[config.mk]
export PLATFORM = sky130hd
export DESIGN_NAME = imem_loader
export DESIGN_NICKNAME = d
export VERILOG_FILES = /design/src/rtl/imem_loader.sv
export SDC_FILE = /design/constraint.sdc
export NUM_CORES = 2
export LEC_CHECK = 0
export ABC_AREA = 1
export CAP_MARGIN = 40
export CELL_PAD_IN_SITES_DETAIL_PLACEMENT = 0
export CELL_PAD_IN_SITES_GLOBAL_PLACEMENT = 2
export CORE_MARGIN = 2
export CORE_UTILIZATION = 45
export CTS_CLUSTER_DIAMETER = 150
export CTS_CLUSTER_SIZE = 28
export DETAILED_ROUTE_END_ITERATION = 8
export PLACE_DENSITY = 0.9
export SLEW_MARGIN = 20
export SYNTH_ARGS = -nofsm -noshare
export SYNTH_HDL_FRONTEND = slang
export SYNTH_SLANG_ARGS = --single-unit
[constraint.sdc]
create_clock -name clk50 -period 8.4 [get_ports clk50]
set_clock_uncertainty 0.2 [all_clocks]
set_input_delay 1.68 -clock clk50 [delete_from_list [all_inputs] [get_ports clk50]]
set_output_delay 1.68 -clock clk50 [all_outputs]
set_load 0.005 [all_outputs]
[src/rtl/imem_loader.sv]
// imem_loader: loadable 8-bit instruction memory in front of the CPU core.
// A program arrives as a valid/ready byte stream. The memory then serves
// registered fetch data for the CPU pc. The CPU is held in reset except in RUN.
//
// state  | meaning
// -------+------------------------------------------------------------
// S_IDLE | no program loaded since reset; CPU held in reset
// S_LOAD | accepting program bytes; CPU held in reset
// S_RUN  | program loaded; serving fetches, CPU released from reset
module imem_loader #(
  parameter int         DEPTH     = 256,
  parameter logic [7:0] HOLD_INSN = 8'hC3
) (
  input  logic       clk50,
  input  logic       reset,
  input  logic [7:0] address,
  output logic [7:0] instruction,
  output logic       cpu_reset,
  input  logic       load_start,
  input  logic       load_valid,
  input  logic [7:0] load_data,
  input  logic       load_last,
  output logic       load_ready,
  output logic       running,
  output logic [8:0] prog_len,
  output logic       overflow
);

  localparam int         AW      = (DEPTH > 1) ? $clog2(DEPTH) : 1;
  localparam logic [8:0] DEPTH_W = 9'(DEPTH);

  typedef enum logic [1:0] {S_IDLE, S_LOAD, S_RUN} state_t;

  state_t          r_state;
  state_t          w_state_nxt;
  logic [8:0]      r_wptr;
  logic [8:0]      w_wptr_nxt;
  logic [8:0]      r_prog_len;
  logic [8:0]      w_prog_len_nxt;
  logic            r_overflow;
  logic            w_overflow_nxt;
  logic            w_we;
  logic            r_load_ready;
  logic            r_cpu_reset;
  logic            r_running;
  logic [7:0]      r_instruction;
  logic [7:0]      r_mem [DEPTH];
  logic            w_fetch_hit;
  logic [AW-1:0]   w_raddr;

  // Fetches beyond the loaded program never touch the array.
  assign w_fetch_hit = ({1'b0, address} < r_prog_len);
  assign w_raddr     = w_fetch_hit ? address[AW-1:0] : '0;

  // Next-state, write-pointer and status decode.
  always_comb begin
    w_state_nxt    = r_state;
    w_wptr_nxt     = r_wptr;
    w_prog_len_nxt = r_prog_len;
    w_overflow_nxt = r_overflow;
    w_we           = 1'b0;
    case (r_state)
      S_IDLE: begin
        if (load_start) begin
          w_state_nxt    = S_LOAD;
          w_wptr_nxt     = '0;
          w_prog_len_nxt = '0;
          w_overflow_nxt = 1'b0;
        end
      end
      S_LOAD: begin
        if (load_start) begin
          // restart wins over a same-cycle transfer, which is dropped
          w_wptr_nxt     = '0;
          w_prog_len_nxt = '0;
          w_overflow_nxt = 1'b0;
        end else if (load_valid) begin
          if (r_wptr < DEPTH_W) begin
            w_we           = 1'b1;
            w_wptr_nxt     = r_wptr + 9'd1;
            w_prog_len_nxt = r_wptr + 9'd1;
          end else begin
            w_overflow_nxt = 1'b1;
          end
          if (load_last) w_state_nxt = S_RUN;
        end
      end
      S_RUN: begin
        if (load_start) begin
          w_state_nxt    = S_LOAD;
          w_wptr_nxt     = '0;
          w_prog_len_nxt = '0;
          w_overflow_nxt = 1'b0;
        end
      end
      default: w_state_nxt = S_IDLE;
    endcase
  end

  // State, status and all outputs registered; outputs are precomputed from next state.
  always_ff @(posedge clk50 or negedge reset) begin
    if (!reset) begin
      r_state       <= S_IDLE;
      r_wptr        <= '0;
      r_prog_len    <= '0;
      r_overflow    <= 1'b0;
      r_load_ready  <= 1'b0;
      r_cpu_reset   <= 1'b1;
      r_running     <= 1'b0;
      r_instruction <= HOLD_INSN;
    end else begin
      r_state       <= w_state_nxt;
      r_wptr        <= w_wptr_nxt;
      r_prog_len    <= w_prog_len_nxt;
      r_overflow    <= w_overflow_nxt;
      r_load_ready  <= (w_state_nxt == S_LOAD) && (w_wptr_nxt < DEPTH_W);
      r_cpu_reset   <= (w_state_nxt != S_RUN);
      r_running     <= (w_state_nxt == S_RUN);
      // fetch only while staying in RUN, so leaving RUN shows HOLD_INSN at once
      r_instruction <= ((r_state == S_RUN) && (w_state_nxt == S_RUN) && w_fetch_hit)
                       ? r_mem[w_raddr] : HOLD_INSN;
    end
  end

  // Program storage; deliberately not cleared by reset.
  always_ff @(posedge clk50) begin
    if (w_we) r_mem[r_wptr[AW-1:0]] <= load_data;
  end

  assign instruction = r_instruction;
  assign cpu_reset   = r_cpu_reset;
  assign load_ready  = r_load_ready;
  assign running     = r_running;
  assign prog_len    = r_prog_len;
  assign overflow    = r_overflow;

endmodule

==> impl_metrics.json <==
{
  "finalCriticalPeriod_ns": 6.16,
  "fin_util": 0.481,
  "relSlewSlack": 0.284,
  "gp_congestion": 0.848,
  "die_width_um": 448,
  "drive_above_1_share": 0.0396,
  "p_leak_nw": 34.5,
  "worstSetupStartpointType": "primary input",
  "wl_per_cell_um": 24.2,
  "cts.repair.resized": 0,
  "rows": 162,
  "syn-num-nets": 7970,
  "cts_tree": "done",
  "initial_utilization": 0.454,
  "cts_hold_buf": 0,
  "multiInputGateArea_um2": 21000,
  "final_cell_mix": "edfxtp_1 (2048), nand3_1 (1798), nand2_1 (1773), inv_1 (765), nand4_1 (390)",
  "syn_inst": 7937,
  "numCtsBuffers": 84,
  "firstDrtPassIters": 7,
  "p_sw_mw": 5.17,
  "final-seq-area_um2": 62300,
  "finalMaxSlewViolations": 0,
  "cts-htree-levels": 3,
  "p_int_mw": 14.0,
  "final_common_cell": "edfxtp_1",
  "coreArea_um2": 195000,
  "setup_tns_ns": 0,
  "setup_viol": 0,
  "hold_slack_ns": 0.331,
  "antenna_left": 0,
  "crit_path_max_incr_delay_ns": 0.82,
  "postCtsSetupBuffers": 0,
  "fill_cells": 17400,
  "critPathMostFrequentCell": "nand3_1",
  "hold_viol_final": 0,
  "vias_per_cell": 5.73,
  "rsz0062_at_grt": "false",
  "synth_cell_types": 31,
  "netlist_area_um2": 88700,
  "drtIter0Drc": 7699,
  "swShare": 0.270,
  "design.die.area_um2": 201000,
  "ios": 42,
  "hpwlAfterDp_um": 139000,
  "dpl_cell_area_um2": 91500,
  "worstPathMaxFanout": 85,
  "grt_max_degree": 187,
  "syn_to_final_growth_pct": 6.07,
  "grt_pass1_wl_um": 369000,
  "path_class": "in -> reg",
  "clock_latency_ns": 0.74,
  "p_seq_frac": 0.596,
  "die_h_um": 448,
  "hold_class": "reg -> reg",
  "ys_ff_latch": 2080,
  "cts_buffer_depth": 3,
  "combPwrFrac": 0.141,
  "required_ns": 8.87,
  "crit_path_end_kind": "flop",
  "yosysWarnings": 0,
  "track_usage": 0.246,
  "irDropWorstVdd_mv": 0.235,
  "cp.arrival_ns": 6.63,
  "clockRootBuffer": "clkbuf_16",
  "routed-via-count": 59100,
  "drt_wl_total_um": 250000,
  "max_freq_ghz": 0.162,
  "finalCritPeriodShare": 0.733,
  "clock-sinks": 2080,
  "ys_seq_area_frac": 0.703,
  "max_cap_violations": 0,
  "avgSynthCellArea_um2": 11.2,
  "run_status": "finished, final reports clean",
  "power.density_nw_per_um2": 204,
  "overflow": 0,
  "io_buffers": 41,
  "fin_area_um2": 94000,
  "remaining_drc_errors": 0,
  "power_frac_clock": 0.262,
  "path_cells": "clkdlybuf4s50_1, ha_1, nand2_1, inv_1, nand2_1, nand2_1, nand2_8, nand3_4, inv_8, buf_4, nand3_1, nand3_1, nand3_1, nand3_1, nand3_1, nand3_1, nand3_1",
  "worstMarginPinSlew_ns": 1.07,
  "cts.reportedPaths.clkPinSlew_ns": 0.11,
  "antenna_found_initial": 11,
  "fin_nets": 7680,
  "crit_slowest_cell": "inv_8",
  "grt_pass1_vias": 55100
}
-- power groups by stage --
stage               Combinational (mW)  Sequential (mW)  Clock, mW
floorplan                         1.58             11.6          0
global placement                  2.67             11.7          0
detailed placement                2.69             11.6          0
finish                            2.71             11.4       5.02
CTS                               2.69             11.4       5.10
global route                      2.92             11.4       5.42
-- cell type report --
type	instances	share of cell area
antenna	1	0.0000266
clock buffer	118	0.0239
clock inverter	7	0.000772
inverter	772	0.0311
multi-input combinational	4519	0.223
sequential	2080	0.663
tap	2624	0.0349
timing repair buffer	190	0.0235
-- registers in the layout (all words and copies together) (netlist names) --
register / count
cpu_reset: 1
instruction: 8
load_ready: 1
overflow: 1
prog_len: 9
r_mem: 2048
r_state: 2
r_wptr: 9
running: 1
-- through the flow --
step                power (mW)  setup WS, ns  instances
finish                    19.1          2.24      10300
floorplan                 13.2          4.45       7937
CTS                       19.2          2.26      10300
global placement          14.3          1.43      10100
detailed placement        14.3          1.45      10200
global route              19.8          2.00      10300
-- worst max-delay path: cells and delay by family --
family                     cells  cell delay, ns
adders and majority gates      1            0.34
buffers and inverters          4            1.98
and+or+nand+nor               12            2.53
-- synth_stat cells --
cell type,instances,area (um^2)
edfxtp_1,2048,61500
buf_4,9,67.6
a211oi_1,1,7.51
ha_1,12,150
inv_1,767,2880
o211ai_1,89,668
o22ai_1,4,25.0
buf_6,1,11.3
nor4_1,2,12.5
nand2_1,1783,6690
buf_1,42,158
nand3_2,2,20.0
dfrtp_1,27,676
dfstp_2,5,131
a21oi_1,3,15.0
nand4_1,390,2440
nor2_8,1,20.0
o31ai_1,1,7.51
o21ai_1,39,195
clkbuf_1,161,604
nor2_1,332,1250
buf_2,353,1770
nand2_2,1,6.26
o21ai_0,28,140
nor3_1,10,50.1
o311ai_0,1,8.76
nand3_4,1,17.5
nor2_4,1,11.3
nand3_1,1805,9030
or2_2,13,81.3
inv_2,5,18.8
-- logic make-up (layout without fill, tap and decap cells) --
group	Yosys count	after routing	share of synthesized area
compound gates	166	166	0.0120
fa+ha+maj	12	12	0.00169
buf+inv	1338	1087	0.0621
flops	2080	2080	0.703
other cells	0	1	0
simple gates	4341	4341	0.221
-- layer usage --
metal / global-route usage / wire length [um]
met3: 0.0351 / 21700
met5: 0 / 27
met2: 0.383 / 115000
met4: 0.0740 / 7450
met1: 0.358 / 105000
-- worst paths after layout --
kind / start / to / slack (ns) / cells after the start
max in group asynchronous: reset / instruction[7] / 6.87 / 2
setup reg to reg: prog_len[7] / instruction[1] / 3.19 / 15
setup / recovery: address[4] / instruction[1] / 2.24 / 17
hold reg to reg: overflow / overflow / 0.33 / 2
hold / removal: overflow / overflow / 0.33 / 2
min in group asynchronous: reset / overflow / 0.59 / 1
Power figures use the tool's default switching activity.
